--- src/rtl/mem_port_arbiter_pkg.sv ---
`default_nettype none
// ============================================================================
// Module  : mem_port_arbiter_pkg
// Brief   : State and owner encodings shared by the memory port arbiter.
// Revision: 1.0 - initial release
// ============================================================================
package mem_port_arbiter_pkg;

    typedef enum logic [1:0] {
        ARB_IDLE   = 2'b00,
        ARB_ACCESS = 2'b01,
        ARB_DONE   = 2'b10
    } arb_state_t;

    localparam logic OWN_C = 1'b0;
    localparam logic OWN_D = 1'b1;

    function automatic logic other_owner(input logic owner);
        return (owner == OWN_C) ? OWN_D : OWN_C;
    endfunction

endpackage
`default_nettype wire

--- src/rtl/mem_port_arbiter_arb_pick.sv ---
`default_nettype none
// ============================================================================
// Module  : arb_pick
// Brief   : Combinational winner select between core (C) and DMA (D) ports.
// Revision: 1.0 - initial release
// ============================================================================
module arb_pick #(
    parameter int PRIO_CORE = 1
) (
    input  logic c_req,
    input  logic d_req,
    input  logic last_owner,
    output logic win
);
    import mem_port_arbiter_pkg::*;

    logic w_tie_win;

    // A tie goes either to the core unconditionally or to whoever did not win last.
    generate
        if (PRIO_CORE != 0) begin : g_prio_core
            assign w_tie_win = OWN_C;
        end else begin : g_round_robin
            assign w_tie_win = other_owner(last_owner);
        end
    endgenerate

    always_comb begin
        win = OWN_C;
        if (c_req && d_req) begin
            win = w_tie_win;
        end else if (d_req) begin
            win = OWN_D;
        end
    end

endmodule
`default_nettype wire

--- src/rtl/mem_port_arbiter.sv ---
`default_nettype none
// ============================================================================
// Module  : mem_port_arbiter
// Brief   : Shares a fixed-latency single-port memory between core and DMA ports.
// Revision: 1.0 - initial release
// ============================================================================
module mem_port_arbiter #(
    parameter int AW        = 32,
    parameter int DW        = 32,
    parameter int MEM_LAT   = 2,
    parameter int PRIO_CORE = 1
) (
    input  logic          clk,
    input  logic          rst,
    input  logic          c_req,
    input  logic          c_we,
    input  logic [AW-1:0] c_addr,
    input  logic [DW-1:0] c_wdata,
    output logic          c_gnt,
    output logic          c_done,
    output logic [DW-1:0] c_rdata,
    input  logic          d_req,
    input  logic          d_we,
    input  logic [AW-1:0] d_addr,
    input  logic [DW-1:0] d_wdata,
    output logic          d_gnt,
    output logic          d_done,
    output logic [DW-1:0] d_rdata,
    output logic [AW-1:0] mem_addr,
    output logic [DW-1:0] mem_wdata,
    output logic          mem_read,
    output logic          mem_write,
    input  logic [DW-1:0] mem_rdata,
    output logic          busy
);
    import mem_port_arbiter_pkg::*;

    localparam int              CNT_W    = (MEM_LAT > 1) ? $clog2(MEM_LAT) : 1;
    localparam logic [CNT_W-1:0] CNT_LOAD = CNT_W'(MEM_LAT - 1);

    arb_state_t       r_state;
    arb_state_t       w_state_nxt;
    logic [CNT_W-1:0] r_cnt;
    logic             r_owner;
    logic             r_last_owner;
    logic             r_we;
    logic [AW-1:0]    r_addr;
    logic [DW-1:0]    r_wdata;
    logic             r_c_gnt;
    logic             r_d_gnt;
    logic [DW-1:0]    r_c_rdata;
    logic [DW-1:0]    r_d_rdata;
    logic             w_win;
    logic             w_grant;
    logic             w_in_access;
    logic             w_capture;

    arb_pick #(
        .PRIO_CORE (PRIO_CORE)
    ) u_arb_pick (
        .c_req      (c_req),
        .d_req      (d_req),
        .last_owner (r_last_owner),
        .win        (w_win)
    );

    always_ff @(posedge clk) begin
        if (rst) begin
            r_state <= ARB_IDLE;
        end else begin
            r_state <= w_state_nxt;
        end
    end

    always_comb begin
        w_state_nxt = r_state;
        w_grant     = 1'b0;
        w_in_access = 1'b0;
        w_capture   = 1'b0;
        case (r_state)
            ARB_IDLE: begin
                if (c_req || d_req) begin
                    w_grant     = 1'b1;
                    w_state_nxt = ARB_ACCESS;
                end
            end
            ARB_ACCESS: begin
                w_in_access = 1'b1;
                if (r_cnt == '0) begin
                    w_capture   = ~r_we;
                    w_state_nxt = ARB_DONE;
                end
            end
            ARB_DONE: begin
                w_state_nxt = ARB_IDLE;
            end
            default: begin
                w_state_nxt = ARB_IDLE;
            end
        endcase

        // The memory bus is driven only while an access is in flight.
        mem_addr  = w_in_access ? r_addr  : '0;
        mem_wdata = w_in_access ? r_wdata : '0;
        mem_read  = w_in_access & ~r_we;
        mem_write = w_in_access &  r_we;
        c_done    = (r_state == ARB_DONE) && (r_owner == OWN_C);
        d_done    = (r_state == ARB_DONE) && (r_owner == OWN_D);
        busy      = (r_state != ARB_IDLE);
    end

    always_ff @(posedge clk) begin
        if (rst) begin
            r_cnt        <= '0;
            r_owner      <= OWN_C;
            r_last_owner <= OWN_D;
            r_we         <= 1'b0;
            r_addr       <= '0;
            r_wdata      <= '0;
            r_c_gnt      <= 1'b0;
            r_d_gnt      <= 1'b0;
            r_c_rdata    <= '0;
            r_d_rdata    <= '0;
        end else begin
            r_c_gnt <= w_grant && (w_win == OWN_C);
            r_d_gnt <= w_grant && (w_win == OWN_D);
            if (w_grant) begin
                r_owner      <= w_win;
                r_last_owner <= w_win;
                r_cnt        <= CNT_LOAD;
                if (w_win == OWN_C) begin
                    r_we    <= c_we;
                    r_addr  <= c_addr;
                    r_wdata <= c_wdata;
                end else begin
                    r_we    <= d_we;
                    r_addr  <= d_addr;
                    r_wdata <= d_wdata;
                end
            end else if (w_in_access && (r_cnt != '0)) begin
                r_cnt <= r_cnt - 1'b1;
            end
            // Read data lands on the last strobe cycle and is kept until the owner's next read.
            if (w_capture) begin
                if (r_owner == OWN_C) begin
                    r_c_rdata <= mem_rdata;
                end else begin
                    r_d_rdata <= mem_rdata;
                end
            end
        end
    end

    assign c_gnt   = r_c_gnt;
    assign d_gnt   = r_d_gnt;
    assign c_rdata = r_c_rdata;
    assign d_rdata = r_d_rdata;

endmodule
`default_nettype wire

--- config.mk ---
export PLATFORM = sky130hd
export DESIGN_NAME = mem_port_arbiter
export DESIGN_NICKNAME = d
export VERILOG_FILES = /design/src/rtl/mem_port_arbiter_pkg.sv /design/src/rtl/mem_port_arbiter_arb_pick.sv /design/src/rtl/mem_port_arbiter.sv
export SDC_FILE = /design/constraint.sdc
export NUM_CORES = 1
export LEC_CHECK = 0
export CORE_MARGIN = 2
export CORE_UTILIZATION = 25
export DETAILED_ROUTE_END_ITERATION = 10
export SYNTH_ARGS = -nofsm -noshare
export SYNTH_HDL_FRONTEND = slang
export SYNTH_HIERARCHICAL = 1
export SYNTH_SLANG_ARGS = --single-unit
--- constraint.sdc ---
create_clock -name clk -period 3.31 [get_ports clk]
set_clock_uncertainty 0.2 [all_clocks]
set_input_delay 0.4965 -clock clk [delete_from_list [all_inputs] [get_ports clk]]
set_output_delay 0.4965 -clock clk [all_outputs]
set_load 0.05 [all_outputs]
==> results of run 1 <==
-- worst max-delay path by stage --
stage               start       endpoint  slack, ns  depth (start not counted)
3_5_place_dp   r_state[0]  mem_wdata[30]       0.77                          4
4_1_cts        r_state[0]  mem_wdata[24]       0.31                          4
6_report       r_state[0]  mem_wdata[20]       0.34                          4
5_1_grt        r_state[0]  mem_wdata[16]       0.23                          4
2_1_floorplan  r_state[1]         c_done       1.10                          1
3_3_place_gp   r_state[0]  mem_wdata[21]       0.79                          4
-- report_power, final --
group	leakage, nW	switching (W)	internal [W]
clock network	0.278	0.000837	0.00107
logic	2.34	0.000658	0.000526
registers	1.10	0.0000851	0.00177
-- worst reg2reg max path, cell delays in order, from the launching register on --
cell and delay (ns):
dfxtp_1 0.36, or2_4 0.29, or3_2 0.54, buf_12 0.22, o2bb2ai_1 0.26
-- sequential cells by signal, indices dropped and copies added, names as in the netlist, 2 cells and up --
register,cells
c_rdata,32
d_rdata,32
r_addr,32
r_state,2
r_wdata,32
-- per-stage QoR --
| stage | total power (W) | utilization (%) | setup slack, ns | instance area [µm²] |
|---|---|---|---|---|
| after global routing | 0.005174 | 42.07 | 0.2292 | 9874 |
| after global placement | 0.003085 | 39.59 | 0.7916 | 9293 |
| final | 0.004943 | 42.07 | 0.3426 | 9874 |
| after CTS | 0.005030 | 42.07 | 0.3121 | 9874 |
| after floorplan | 0.002575 | - | 1.101 | 5971 |
| after detailed placement | 0.003085 | 39.59 | 0.7690 | 9293 |
-- metal layers --
metal  vias to the layer above  track usage (%)  routed length [µm]  part of all wire, %
met5                         -                0                   0                    0
met4                         0            4.676                 323                  1.8
met3                        14            4.627                1310                  7.1
met2                       173            23.42                8514                   46
met1                      2267            18.09                8295                   45
li1                       2508                -                   -                    -
-- area by class of cell --
| cell class | count | area, µm² | area share, % |
|---|---|---|---|
| repair buffers | 308 | 3120 | 31.60 |
| flip-flops and latches | 135 | 2703 | 27.37 |
| inverters | 1 | 3.754 | 0.03801 |
| clock buffers | 17 | 425.4 | 4.308 |
| clock inverters | 15 | 156.4 | 1.584 |
| well taps | 319 | 399.1 | 4.042 |
| multi-input cells | 376 | 3067 | 31.06 |
-- cell usage in the layout, fill, tap and decap left out, types with 2 or more instances in the layout --
master / count
clkdlybuf4s50_1: 299
inv_6: 7
nor2b_4: 2
mux2i_1: 129
o2bb2ai_1: 59
nand2b_1: 98
nor2_1: 5
o2bb2ai_2: 6
buf_12: 5
nor3_1: 2
and2_1: 65
inv_8: 3
o21ai_0: 2
dfxtp_1: 135
buf_4: 3
clkbuf_16: 17
clkinvlp_4: 3
==> impl_metrics.yaml, run 1 <==
outcome:
  outcome: "complete, no violations"
route:
  wl_per_cell_um: 15.75
  dr.pass1.iters: 4
  vias_per_cell: 4.237
  routed-via-count: 4962
  drt-total-wl_mm: 18.44
  drt_iter0_markers: 198
  drc: 0
  ant_nets: 0
power:
  cellPowerDensity_nw_per_um2: 500.6
  ir_worst_vdd_mv: 0.2740
  p_leak_nw: 3.726
yosys:
  netlist_area_um2: 5971
  syn_inst: 559
  synth_warnings: 6
  synth_fp_nets: 725
  avgSynthCellArea_um2: 10.68
min_path:
  holdPathStages: 1
  min_from: "r_addr[8]"
  hp-class: "reg2reg"
  min_to: "r_addr[8]"
die:
  design.core.area_um2: 23470
  rows: 56
  initial_core_util_pct: 25.44
  die_width_um: 158.5
  ioPinCount: 301
  die_area_um2: 25130
  die_h_um: 158.5
grt:
  grt_pass1_wl_mm: 27.85
  antenna_found_initial: 0
  gr-usage-all-layers_pct: 14.42
  grt_pass1_vias: 5036
  grt_max_degree: 99
  grt-ovfl-total: 0
clock_network:
  cts.sinks: 135
  cts_resized: 0
  clk_pin_slew_ns: 0.06
  clk_latency_ns: 0.41
  h-tree-depth: 4
  cts_tree: "built"
  cts_made_buffers: 17
  cts_buffer_depth: 2
  postCtsHoldBufs: 0
  cts-root-buf: "clkbuf_16"
  postCtsSetupBuffers: 0
timing:
  finalHoldViolCount: 0
  min_period_ns: 2.967
  hold_slack_ns: 0.2553
  setup_viol: 0
  period_share_pct: 89.65
  drv_slew: 0
  max_freq_ghz: 0.3370
  tns_ns: 0
  relSlewSlack_pct: 52.14
  grt_setup_unrepaired: "no"
  tightestPinTransition_ns: 0.7179
worst_setup_path:
  cp.required_ns: 2.61
  worst-r2r-cell-count: 4
  slowest_stage: "clkdlybuf4s50_1"
  timing.rr.end: "r_wdata[13]"
  crit_type: "reg2out"
  startpoint_type: "flop"
  crit_family: "buffers and inverters"
  endpoint_kind: "output pin"
  crit_arrival_ns: 2.27
  critical_path.max_stage_delay_ns: 0.83
  cp_max_fo: 67
  r2r_start: "r_state[1]"
  crit_buf_inv: 2
  crit_path_cell_trace: "nor2b_4 -> buf_12 -> and2_1 -> clkdlybuf4s50_1"
  regToRegSetupSlack_ns: 1.38
placed_design:
  io_buffers: 300
  place_inst: 1139
  hpwl_mm: 12.96
  gp_congestion: 0.7136
run:
  maxCapViolations: 0
layout:
  area_growth_pct: 65.38
  antennaDiodeCount: 0
  nFillCells: 2296
  layout.cells.non_filler: 1171
  drive_gt1_share_pct: 6.338
  nNetsFinal: 1005
Power figures use the tool's default switching activity.
==> run 2, diff against run 1 <==
--- a/config.mk
+++ b/config.mk
@@ -5,8 +5,8 @@
 export SDC_FILE = /design/constraint.sdc
 export NUM_CORES = 1
 export LEC_CHECK = 0
-export CORE_MARGIN = 2
 export CORE_UTILIZATION = 25
+export CTS_CLUSTER_SIZE = 12
 export DETAILED_ROUTE_END_ITERATION = 10
 export SYNTH_ARGS = -nofsm -noshare
 export SYNTH_HDL_FRONTEND = slang
==> run 2 against run 1 <==
Compared with the run above:
- non-clock buffer count increased by 3
- first-iteration DRC count increased by 1.0%
- cell area increased by 0.16%
- count of clock-buffer cells in the layout increased by 2
- cell count increased by 0.26%
- largest power group unchanged
- via count decreased by 0.44%
==> impl_metrics.yaml, run 2 (synthesis results as in run 1) <==
outcome:
  outcome: "complete, no violations"
clock_network:
  postCtsHoldBufs: 0
  cts_buffer_depth: 2
  h-tree-depth: 4
  cts_resized: 0
  cts-root-buf: "clkbuf_16"
  cts_made_buffers: 17
  clk_latency_ns: 0.41
  clk_pin_slew_ns: 0.06
  postCtsSetupBuffers: 0
  cts.sinks: 135
  cts_tree: "built"
die:
  die_area_um2: 24500
  die_h_um: 156.5
  ioPinCount: 301
  design.core.area_um2: 23470
  die_width_um: 156.5
  initial_core_util_pct: 25.44
  rows: 56
timing:
  tns_ns: 0
  finalHoldViolCount: 0
  setup_viol: 0
  max_freq_ghz: 0.3408
  drv_slew: 0
  period_share_pct: 88.64
  grt_setup_unrepaired: "no"
  tightestPinTransition_ns: 0.7355
  relSlewSlack_pct: 50.97
  min_period_ns: 2.934
worst_setup_path:
  crit_arrival_ns: 2.24
  startpoint_type: "flop"
  r2r_start: "r_state[1]"
  cp.required_ns: 2.61
  startpoint: "r_state[0]"
  crit_type: "reg2out"
  cp_max_fo: 50
  endpoint_kind: "output pin"
grt:
  antenna_found_initial: 0
  grt_max_degree: 90
  grt_pass1_wl_mm: 26.91
  grt-ovfl-total: 0
  gr-usage-all-layers_pct: 14.37
  grt_pass1_vias: 4862
layout:
  layout_commonest_cell: "clkdlybuf4s50_1"
  antennaDiodeCount: 0
  layout.cells.non_filler: 1174
  layout_common_cells: "clkdlybuf4s50_1 (299), dfxtp_1 (135), mux2i_1 (129)"
  nNetsFinal: 1008
  seqCellArea_um2: 2703
  multiInputGateArea_um2: 3067
  nFillCells: 2333
  area_growth_pct: 65.65
  drive_gt1_share_pct: 6.550
route:
  vias_per_cell: 4.208
  dr.pass1.iters: 4
  wl_per_cell_um: 15.12
  routed-via-count: 4940
  drt-total-wl_mm: 17.76
  drc: 0
  drt_iter0_markers: 200
  ant_nets: 0
run:
  maxCapViolations: 0
power:
  swShare_pct: 30.44
  ir_worst_vdd_mv: 0.2523
  power_frac_clock_pct: 38.4
  p_leak_nw: 3.727
  intPower_w: 0.003433
  cellPowerDensity_nw_per_um2: 498.9
  total_power_w: 0.004935
  comb_power_share_pct: 24.2
  p_seq_share_pct: 37.4
  p_sw_w: 0.001502
placed_design:
  io_buffers: 300
  gp_congestion: 0.7297
  place_inst: 1142
  hpwl_mm: 12.73
min_path:
  min_from: "rst"
  hp-class: "in2reg"
## run 2: changes by cell type in the layout (fill, tap and decap cells not counted), sizes merged
cell | before | now
buf | 9 | 12
bufinv | 1 | 2
clkbuf | 17 | 19
clkinvlp | 3 | 6
inv | 11 | 5
## run 2: per-stage QoR
stage / cell area [µm²] / hold WS, ns / worst slack, ns / util [%]
final: 9891 / 0.2312 / 0.3761 / 42.14
after global placement: 9303 / 0.2357 / 0.8098 / 39.63
after detailed placement: 9303 / 0.2390 / 0.7598 / 39.63
after CTS: 9891 / 0.2223 / 0.3626 / 42.14
after floorplan: 5971 / 0.2242 / 1.101 / -
after global routing: 9891 / 0.2523 / 0.2880 / 42.14
## run 2: final cells by class
class                           instances  share of cell area, %
Timing Repair Buffer                  311                  31.65
Multi-Input combinational cell        376                  31.01
Sequential cell                       135                  27.32
Clock buffer                           19                  4.478
Tap cell                              319                  4.035
Clock inverter                         13                  1.467
Inverter                                1                0.03795
## run 2: path summary, 6_finish.rpt
path | to | slack (ns) | cells past startpoint
worst max-delay path | mem_wdata[23] | 0.38 | 4
worst min-delay path | r_state[1] | 0.23 | 2
worst max register to register | r_wdata[4] | 1.21 | 4
worst min register to register | r_addr[8] | 0.25 | 1
## run 2: routing by layer
metal  global-route usage [%]  part of all wire, %  vias to the layer above  routed length (µm)
li1                         -                    -                     2506                   -
met1                    17.41                   44                     2251                7842
met2                    23.15                   46                      166                8239
met3                    5.372                  7.6                       17                1345
met4                    5.135                  1.8                        0                 328
met5                        0                    0                        -                   0
## run 2: worst max-delay path: stages, from the launching register on
cell             delay [ns]
dfxtp_1                0.38
nor2b_4                0.20
buf_12                 0.21
and2_1                 0.19
clkdlybuf4s50_1        0.81
## run 2: power by group through the flow
stage,registers (W),logic (W),clock network [W]
floorplan,0.00200,0.000572,0
finish,0.00185,0.00119,0.00190
global placement,0.00188,0.00120,0
global route,0.00186,0.00126,0.00204
detailed placement,0.00188,0.00121,0
CTS,0.00185,0.00121,0.00196
==> run 3, diff against run 2 <==
--- a/config.mk
+++ b/config.mk
@@ -8,6 +8,7 @@
 export CORE_UTILIZATION = 25
 export CTS_CLUSTER_SIZE = 12
 export DETAILED_ROUTE_END_ITERATION = 10
+export MAX_ROUTING_LAYER = met4
 export SYNTH_ARGS = -nofsm -noshare
 export SYNTH_HDL_FRONTEND = slang
 export SYNTH_HIERARCHICAL = 1
==> run 3 against run 2 <==
Compared with the run above:
- routed wire length is 0.16% lower
- sequential share of layout area did not move
- total power barely moved
- via count hardly changed
- largest cell class unchanged
- first-iteration DRC count grew 0.50%
- worst setup slack better by 0.016 ns
- cell count is the same
- hold slack improved by 0.0059 ns
- cell area unchanged
==> impl_metrics.yaml, run 3 (synthesis results as in run 1) <==
clock_network:
  clk_latency_ns: 0.41
  cts.sinks: 135
  postCtsHoldBufs: 0
  postCtsSetupBuffers: 0
  cts-root-buf: "clkbuf_16"
  clk_pin_slew_ns: 0.06
  cts_resized: 0
  cts_tree: "built"
  cts_made_buffers: 17
  h-tree-depth: 4
  cts_buffer_depth: 2
die:
  die_width_um: 156.5
  initial_core_util_pct: 25.44
  design.core.area_um2: 23470
  die_area_um2: 24500
  ioPinCount: 301
  rows: 56
  die_h_um: 156.5
power:
  cellPowerDensity_nw_per_um2: 498.7
  ir_worst_vdd_mv: 0.2508
  total_power_w: 0.004933
  p_leak_nw: 3.727
timing:
  grt_setup_unrepaired: "no"
  finalHoldViolCount: 0
  drv_slew: 0
  relSlewSlack_pct: 50.97
  min_period_ns: 2.918
  setup_viol: 0
  tightestPinTransition_ns: 0.7355
  tns_ns: 0
  period_share_pct: 88.16
  max_freq_ghz: 0.3427
placed_design:
  io_buffers: 300
  hpwl_mm: 12.73
  gp_congestion: 0.7385
route:
  ant_nets: 0
  wl_per_cell_um: 15.10
  dr.pass1.iters: 4
  vias_per_cell: 4.209
  routed-via-count: 4941
  drt_iter0_markers: 201
  drc: 0
  drt-total-wl_mm: 17.73
worst_setup_path:
  crit_family: "buffers and inverters"
  crit_buf_inv: 2
  crit_type: "reg2out"
  startpoint_type: "flop"
  cp.required_ns: 2.61
  endpoint_kind: "output pin"
  critical_path.max_stage_delay_ns: 0.83
  crit_arrival_ns: 2.22
  cp_max_fo: 50
  crit_path_cell_trace: "nor2b_4 -> buf_12 -> and2_1 -> clkdlybuf4s50_1"
  slowest_stage: "clkdlybuf4s50_1"
layout:
  drive_gt1_share_pct: 6.550
  nFillCells: 2333
  antennaDiodeCount: 0
  nNetsFinal: 1008
  multiInputGateArea_um2: 3067
  seqCellArea_um2: 2703
  area_growth_pct: 65.65
  layout_common_cells: "clkdlybuf4s50_1 (299), dfxtp_1 (135), mux2i_1 (129)"
  utilization_pct: 42.14
  layout_commonest_cell: "clkdlybuf4s50_1"
grt:
  grt-ovfl-total: 0
  grt_pass1_wl_mm: 26.77
  grt_max_degree: 90
  antenna_found_initial: 0
  gr-usage-all-layers_pct: 14.79
  grt_pass1_vias: 4892
min_path:
  hp-class: "in2reg"
run:
  maxCapViolations: 0
outcome:
  outcome: "complete, no violations"
==> run 3: cell counts in the layout (fill, tap and decap cells not counted) <==
No cell type changed its count.
==> run 3: routing by layer <==
metal / part of all wire, % / vias to the layer above / track usage [%]
met5: 0 / - / -
met4: 2.0 / 0 / 5.696
met3: 6.6 / 17 / 4.292
met2: 47 / 169 / 23.19
met1: 45 / 2249 / 17.84
li1: - / 2506 / -
==> run 3: layout make-up <==
cell class | instances | area share [%]
Sequential cell | 135 | 27.32
Timing Repair Buffer | 311 | 31.65
Tap cell | 319 | 4.035
Clock inverter | 13 | 1.467
Clock buffer | 19 | 4.478
Inverter | 1 | 0.03795
Multi-Input combinational cell | 376 | 31.01
==> run 3: final timing paths <==
check             startpoint             to  slack [ns]  depth (start not counted)
setup / recovery  r_state[0]  mem_wdata[13]        0.39                          4
hold / removal           rst     r_state[1]        0.24                          2
setup reg to reg  r_state[1]     r_wdata[4]        1.21                          4
hold reg to reg    r_addr[8]      r_addr[8]        0.25                          1
==> run 3: where the power goes <==
| part | leakage, nW | switching [W] | total [W] | internal (W) |
|---|---|---|---|---|
| registers | 1.10 | 0.0000764 | 0.00185 | 0.00177 |
| logic | 2.35 | 0.000666 | 0.00119 | 0.000526 |
| clock network | 0.269 | 0.000757 | 0.00189 | 0.00114 |
| total | 3.73 | 0.00150 | 0.00493 | 0.00343 |
==> run 3: per-stage QoR <==
step / hold WS [ns] / cells / worst slack (ns) / area, µm²
2_1_floorplan: 0.2242 / 559 / 1.101 / 5971
3_3_place_gp: 0.2357 / 1142 / 0.8098 / 9303
3_5_place_dp: 0.2390 / 1142 / 0.7598 / 9303
4_1_cts: 0.2223 / 1174 / 0.3626 / 9891
5_1_grt: 0.2588 / 1174 / 0.2884 / 9891
6_report: 0.2370 / 1174 / 0.3920 / 9891
